[src/rtl/display_scan.sv]
// display_scan: consumer end of the watch's time_data bus.
//
// Takes the packed binary time word {hour[17:12], minute[11:6], second[5:0]}
// plus the PM and alarm flags, converts each field to two BCD digits and
// scans them onto a 6-digit multiplexed 7-segment display, one digit per
// scan slot. A whole frame is drawn from one snapshot of the inputs, the
// hour-tens digit is blanked when zero and the digit enables blink while the
// alarm is firing.
//
// Optional build macro: HOUR12_EN -- show the hour field in 12-hour form
// (0 -> 12, 13..23 -> hour-12). Undefined: raw 0..23 is shown.
//
// Ports:
//   clock       system clock
//   reset       asynchronous, active-low reset
//   time_data   packed binary time from the control block
//   am_pm_div   1 = PM, shown on the decimal point of the hour-ones digit
//   alerm_equal 1 = alarm firing, blinks the whole display
//   seg         segments {g,f,e,d,c,b,a}, active-high
//   dp          decimal point, active-high
//   digit_sel   active-low digit enables, one-hot-low while scanning

module display_scan #(
  parameter int time_width = 18,
  parameter int scan_div   = 1000,
  parameter int blink_div  = 500000
) (
  input  logic                  clock,
  input  logic                  reset,
  input  logic [time_width-1:0] time_data,
  input  logic                  am_pm_div,
  input  logic                  alerm_equal,
  output logic [6:0]            seg,
  output logic                  dp,
  output logic [5:0]            digit_sel
);

  localparam int scan_w  = (scan_div  > 1) ? $clog2(scan_div)  : 1;
  localparam int blink_w = (blink_div > 1) ? $clog2(blink_div) : 1;
  localparam logic [scan_w-1:0]  scan_max  = scan_w'(scan_div - 1);
  localparam logic [blink_w-1:0] blink_max = blink_w'(blink_div - 1);

  logic [scan_w-1:0]     scan_cnt;
  logic [2:0]            idx;
  logic                  running;
  logic [time_width-1:0] snap_time;
  logic                  snap_pm;
  logic [5:0]            sel_base;

  logic [blink_w-1:0]    blink_cnt;
  logic                  blink_on;
  logic                  alarm_q;

  logic                  tick;
  logic [2:0]            idx_next;
  logic                  load_frame;
  logic [time_width-1:0] src_time;
  logic                  src_pm;
  logic [5:0]            field_raw;
  logic [5:0]            field_limit;
  logic [5:0]            field_disp;
  logic [5:0]            tens;
  logic [5:0]            ones;
  logic [5:0]            digit;
  logic [6:0]            seg_next;
  logic                  dp_next;
  logic [5:0]            sel_next;
  logic [blink_w-1:0]    blink_cnt_next;
  logic                  blink_on_next;
  logic                  blank;

  function automatic logic [6:0] seg_code(input logic [5:0] d);
    case (d)
      6'd0:    seg_code = 7'h3F;
      6'd1:    seg_code = 7'h06;
      6'd2:    seg_code = 7'h5B;
      6'd3:    seg_code = 7'h4F;
      6'd4:    seg_code = 7'h66;
      6'd5:    seg_code = 7'h6D;
      6'd6:    seg_code = 7'h7D;
      6'd7:    seg_code = 7'h07;
      6'd8:    seg_code = 7'h7F;
      6'd9:    seg_code = 7'h6F;
      default: seg_code = 7'h00;
    endcase
  endfunction

  assign tick       = (scan_cnt == scan_max);
  // The first tick after reset loads index 0; later ticks advance and wrap.
  assign idx_next   = (!running || idx == 3'd5) ? 3'd0 : idx + 3'd1;
  assign load_frame = tick && (idx_next == 3'd0);
  // Index 0 is decoded straight from the inputs being captured, so the
  // whole frame comes from the same snapshot.
  assign src_time   = load_frame ? time_data : snap_time;
  assign src_pm     = load_frame ? am_pm_div : snap_pm;
  assign sel_next   = tick ? ~(6'b000001 << idx_next) : sel_base;

  // Decode of the digit that the next tick will load.
  always_comb begin
    field_raw   = 6'd0;
    field_limit = 6'd59;
    case (idx_next[2:1])
      2'd0:    field_raw = src_time[5:0];
      2'd1:    field_raw = src_time[11:6];
      default: begin
        field_raw   = src_time[17:12];
        field_limit = 6'd23;
      end
    endcase
    field_disp = field_raw;
`ifdef HOUR12_EN
    if (idx_next[2:1] == 2'd2) begin
      if (field_raw == 6'd0)
        field_disp = 6'd12;
      else if (field_raw > 6'd12)
        field_disp = field_raw - 6'd12;
    end
`else
`endif
    tens  = field_disp / 6'd10;
    ones  = field_disp % 6'd10;
    digit = idx_next[0] ? tens : ones;
    // Range is judged on the raw field, blanking on the displayed value.
    if (field_raw > field_limit)
      seg_next = 7'h40;
    else if (idx_next == 3'd5 && tens == 6'd0)
      seg_next = 7'h00;
    else
      seg_next = seg_code(digit);
    dp_next = (idx_next == 3'd4) && src_pm;
  end

  // Blink phase. The counter only starts running the cycle after the alarm
  // is first seen, so the opening off phase lasts a full blink_div cycles.
  // Gating uses the phase being written this edge, so a toggle and a scan
  // tick on the same edge both take effect together.
  always_comb begin
    blink_cnt_next = blink_cnt;
    blink_on_next  = blink_on;
    if (!alerm_equal) begin
      blink_cnt_next = '0;
      blink_on_next  = 1'b0;
    end else if (alarm_q) begin
      if (blink_cnt == blink_max) begin
        blink_cnt_next = '0;
        blink_on_next  = ~blink_on;
      end else begin
        blink_cnt_next = blink_cnt + 1'b1;
      end
    end
    blank = alerm_equal && !blink_on_next;
  end

  always_ff @(posedge clock or negedge reset) begin
    if (!reset) begin
      scan_cnt  <= '0;
      idx       <= 3'd0;
      running   <= 1'b0;
      snap_time <= '0;
      snap_pm   <= 1'b0;
      sel_base  <= 6'b111111;
      seg       <= 7'h00;
      dp        <= 1'b0;
    end else begin
      scan_cnt <= tick ? '0 : scan_cnt + 1'b1;
      sel_base <= sel_next;
      if (tick) begin
        idx     <= idx_next;
        running <= 1'b1;
        seg     <= seg_next;
        dp      <= dp_next;
      end
      if (load_frame) begin
        snap_time <= time_data;
        snap_pm   <= am_pm_div;
      end
    end
  end

  always_ff @(posedge clock or negedge reset) begin
    if (!reset) begin
      blink_cnt <= '0;
      blink_on  <= 1'b0;
      alarm_q   <= 1'b0;
      digit_sel <= 6'b111111;
    end else begin
      blink_cnt <= blink_cnt_next;
      blink_on  <= blink_on_next;
      alarm_q   <= alerm_equal;
      digit_sel <= blank ? 6'b111111 : sel_next;
    end
  end

endmodule

[config.mk]
export PLATFORM = sky130hd
export DESIGN_NAME = display_scan
export DESIGN_NICKNAME = d
export VERILOG_FILES = /design/src/rtl/display_scan.sv
export SDC_FILE = /design/constraint.sdc
export NUM_CORES = 1
export LEC_CHECK = 0
export ABC_CLOCK_PERIOD_IN_PS = 8900
export CORE_MARGIN = 8
export CORE_UTILIZATION = 33
export CTS_CLUSTER_DIAMETER = 60
export CTS_CLUSTER_SIZE = 14
export DETAILED_ROUTE_END_ITERATION = 8
export SYNTH_ARGS = -nofsm -noshare
export SYNTH_HDL_FRONTEND = slang
export SYNTH_SLANG_ARGS = --single-unit
[constraint.sdc]
create_clock -name clock -period 8.9 [get_ports clock]
set_input_delay 0.89 -clock clock [delete_from_list [all_inputs] [get_ports clock]]
set_output_delay 0.89 -clock clock [all_outputs]
set_load 0.02 [all_outputs]
==> results.py <==
metrics = {
    "route": {
        "vias": 3680,
        "wl_um": 10800,
        "initialDrtViolationCount": 196,
        "dr.pass1.iters": 5,
        "drcViolationCount": 0,
        "via_per_inst": 5.31,
        "wl_per_cell_um": 15.6,
        "ant_nets": 0,
    },
    "grt": {
        "grt.overflow.total": 0,
        "grt_max_degree": 75,
        "antenna_found_initial": 0,
        "grt_pass1_vias": 3583,
        "track_usage": 0.125,
        "grt_pass1_wl_um": 18300,
    },
    "clock_tree": {
        "clkSinkCount": 74,
        "holdBufCountCts": 0,
        "ctsHtreeMaxLevel": 3,
        "clk_path_buf_depth": 2,
        "cts_tree": "done",
        "clk_latency_ns": 0.34,
        "ctsResizeCount": 0,
        "cts_buffers": 9,
        "cts_root_buf": "clkbuf_16",
        "clkTransAtPathRegs_ns": 0.06,
        "post_cts_buffers": 0,
    },
    "synth": {
        "synthesis.instances": 475,
        "synth-edff-count": 0,
        "synth_fp_nets": 511,
        "yosys.area.top_type": "dfrtp_1",
        "ys_seq_elements": 74,
        "syn_area_mm2": 0.00448,
        "synth-main-ff-cell": "dfrtp_1",
        "synthTopCellsByCount": "dfrtp_1, nand2_1, nor2_1",
        "syn_area_per_cell_um2": 9.44,
        "synth_top_area_frac": 0.346,
        "synthTopCellsByArea": "dfrtp_1, dfstp_2, mux2_2, nand2_1, ha_1",
        "ys_seq_area_frac": 0.416,
        "yosysMostFrequentCell": "dfrtp_1",
        "yosys_warnings": 0,
        "ys_types": 75,
        "async_reset_ff_frac": 1.00,
    },
    "run_status": {
        "outcome": "completed",
    },
    "worst_setup_path": {
        "regToRegSetupSlack_ns": 3.45,
        "crit_path_cell_trace": "ha_1 > or3b_1 > o211ai_2 > and2_1 > a22oi_4 > inv_2 > ha_1 > nand2b_1 > nor3_1 > mux2_4 > or3_1 > nand3_2 > nand2_1 > ha_1 > or3_1 > a21o_1 > a22oi_1 > o31ai_1 > or3_1 > o21ai_1",
        "cp_data_required_time_ns": 9.15,
        "critPathCaptureType": "flop",
        "cp_top_family": "simple AND/OR/NAND/NOR gates",
        "critical_path_peak_fanout": 10,
        "critPathBufInv": 1,
        "critPathMaxStageDelay_ns": 0.56,
        "crit_path_start_kind": "flop",
        "setup.worst_path.class": "reg -> reg",
        "arrival_ns": 5.70,
        "crit_slowest_cell": "and2_1",
    },
    "sta": {
        "worst_slew_pin_slew_ns": 0.935,
        "finalHoldViolCount": 0,
        "tns_ns": 0,
        "layout_setup_ws_ns": 3.45,
        "timing.slew.headroom": 0.377,
        "max_freq_ghz": 0.184,
        "min_period_over_period": 0.612,
        "skew_ns": 0.00632,
        "rsz0062_at_grt": "false",
        "fin_crit_ns": 5.45,
        "setup_violations": 0,
        "drv_slew": 0,
    },
    "power_and_ir_drop": {
        "powerDensity_mw_per_mm2": 143,
        "ir_drop_uv": 97.0,
        "p_leak_uw": 0.00231,
    },
    "floorplanning": {
        "start_util": 0.339,
        "num_io_pins": 36,
        "die_w_um": 133,
        "fp.dieArea_mm2": 0.0176,
        "rows": 42,
        "die_h_um": 133,
        "core_mm2": 0.0132,
    },
    "min_path": {
        "hold_path_class": "reg -> reg",
    },
    "finish": {
        "drive_gt1_frac": 0.145,
        "nets": 548,
        "syn2layout_area_growth_pct": 18.8,
        "post-route-util": 0.402,
        "diodes": 0,
    },
    "place": {
        "port-buffer-count": 35,
        "hpwl_um": 7920,
        "place_congestion": 0.882,
        "dp_slack_ns": 3.31,
    },
    "run": {
        "maxCapViolations": 0,
    },
}
## flip-flops by register name, summed over array words and instances, names as in the netlist, 3 cells and up
signal and cells:
sel_base 6, scan_cnt 10, snap_time 18, idx 3, digit_sel 6, blink_cnt 19
seg 7
## cells by family after synthesis
family / Yosys count / share of synthesized area
AOI/OAI and AO/OA: 116 / 0.184
buffers and inverters: 33 / 0.0315
adders and majority gates: 14 / 0.0391
xor gates and xnor gates: 15 / 0.0293
muxes: 26 / 0.0653
and+or+nand+nor: 197 / 0.234
DFF: 74 / 0.416
## layout make-up
class	count	area, um^2
fill	1314	7920
multi-input combinational	368	2480
sequential	74	1870
timing repair buffer	37	363
clock buffer	10	229
tap	176	220
clock inverter	6	90.1
inverter	22	82.6
## path summary, 6_finish.rpt
path	endpoint	startpoint	cells after the start
hold / removal	scan_cnt[0]	scan_cnt[0]	1
min in group asynchronous	scan_cnt[7]	reset	1
hold reg to reg	scan_cnt[0]	scan_cnt[0]	1
setup reg to reg	seg[5]	idx[0]	20
max in group asynchronous	alarm_q	reset	1
setup / recovery	seg[5]	idx[0]	20
## worst reg2reg max path, stage by stage, from the launching register on
cell and delay [ns]:
dfrtp_1 0.43, ha_1 0.39, or3b_1 0.40, o211ai_2 0.16, and2_1 0.56, a22oi_4 0.17
inv_2 0.11, ha_1 0.24, nand2b_1 0.15, nor3_1 0.05, mux2_4 0.32, or3_1 0.44
nand3_2 0.16, nand2_1 0.10, ha_1 0.22, or3_1 0.36, a21o_1 0.18, a22oi_1 0.16
o31ai_1 0.12, or3_1 0.48, o21ai_1 0.17
## report_power, final
group          switching [uW]  internal, uW  total, uW
sequential               2.03           340        342
combinational            15.9          12.6       28.5
clock                     145           246        391
total                     163           599        762
## cells in the final DEF (no fill, tap or decap), types with 5 or more instances in the layout
| cell | count |
|---|---|
| nor2b_1 | 5 |
| nand2_1 | 54 |
| mux2_2 | 18 |
| o22ai_1 | 6 |
| inv_1 | 19 |
| o21ai_0 | 30 |
| o21ai_1 | 10 |
| a21oi_1 | 13 |
| and2_1 | 5 |
| nand4_1 | 8 |
| nor3_1 | 14 |
| or3_1 | 9 |
| and3_1 | 6 |
| dfrtp_1 | 62 |
| clkbuf_16 | 9 |
| nand2b_1 | 12 |
| mux2i_1 | 6 |
| xor2_1 | 12 |
| nand3_1 | 19 |
| dfstp_2 | 12 |
| nor2_1 | 41 |
| ha_1 | 14 |
| clkdlybuf4s50_1 | 34 |
## stage by stage
stage / cell area, um^2 / instances / hold slack (ns) / power [uW]
after floorplan: 4480 / 475 / 0.448 / 355
after global placement: 5010 / 677 / 0.458 / 377
after detailed placement: 5010 / 677 / 0.469 / 377
after CTS: 5330 / 693 / 0.477 / 771
after global routing: 5330 / 693 / 0.511 / 789
final: 5330 / 693 / 0.473 / 762
## metal layers
metal  global-route usage  up-vias  wire length (um)
li1                     -     1804                 -
met1                0.173     1792              5340
met2                0.188       77              4880
met3               0.0341        7               507
met4               0.0297        0                51
met5                    0        -                 0
Power figures use the tool's default switching activity.
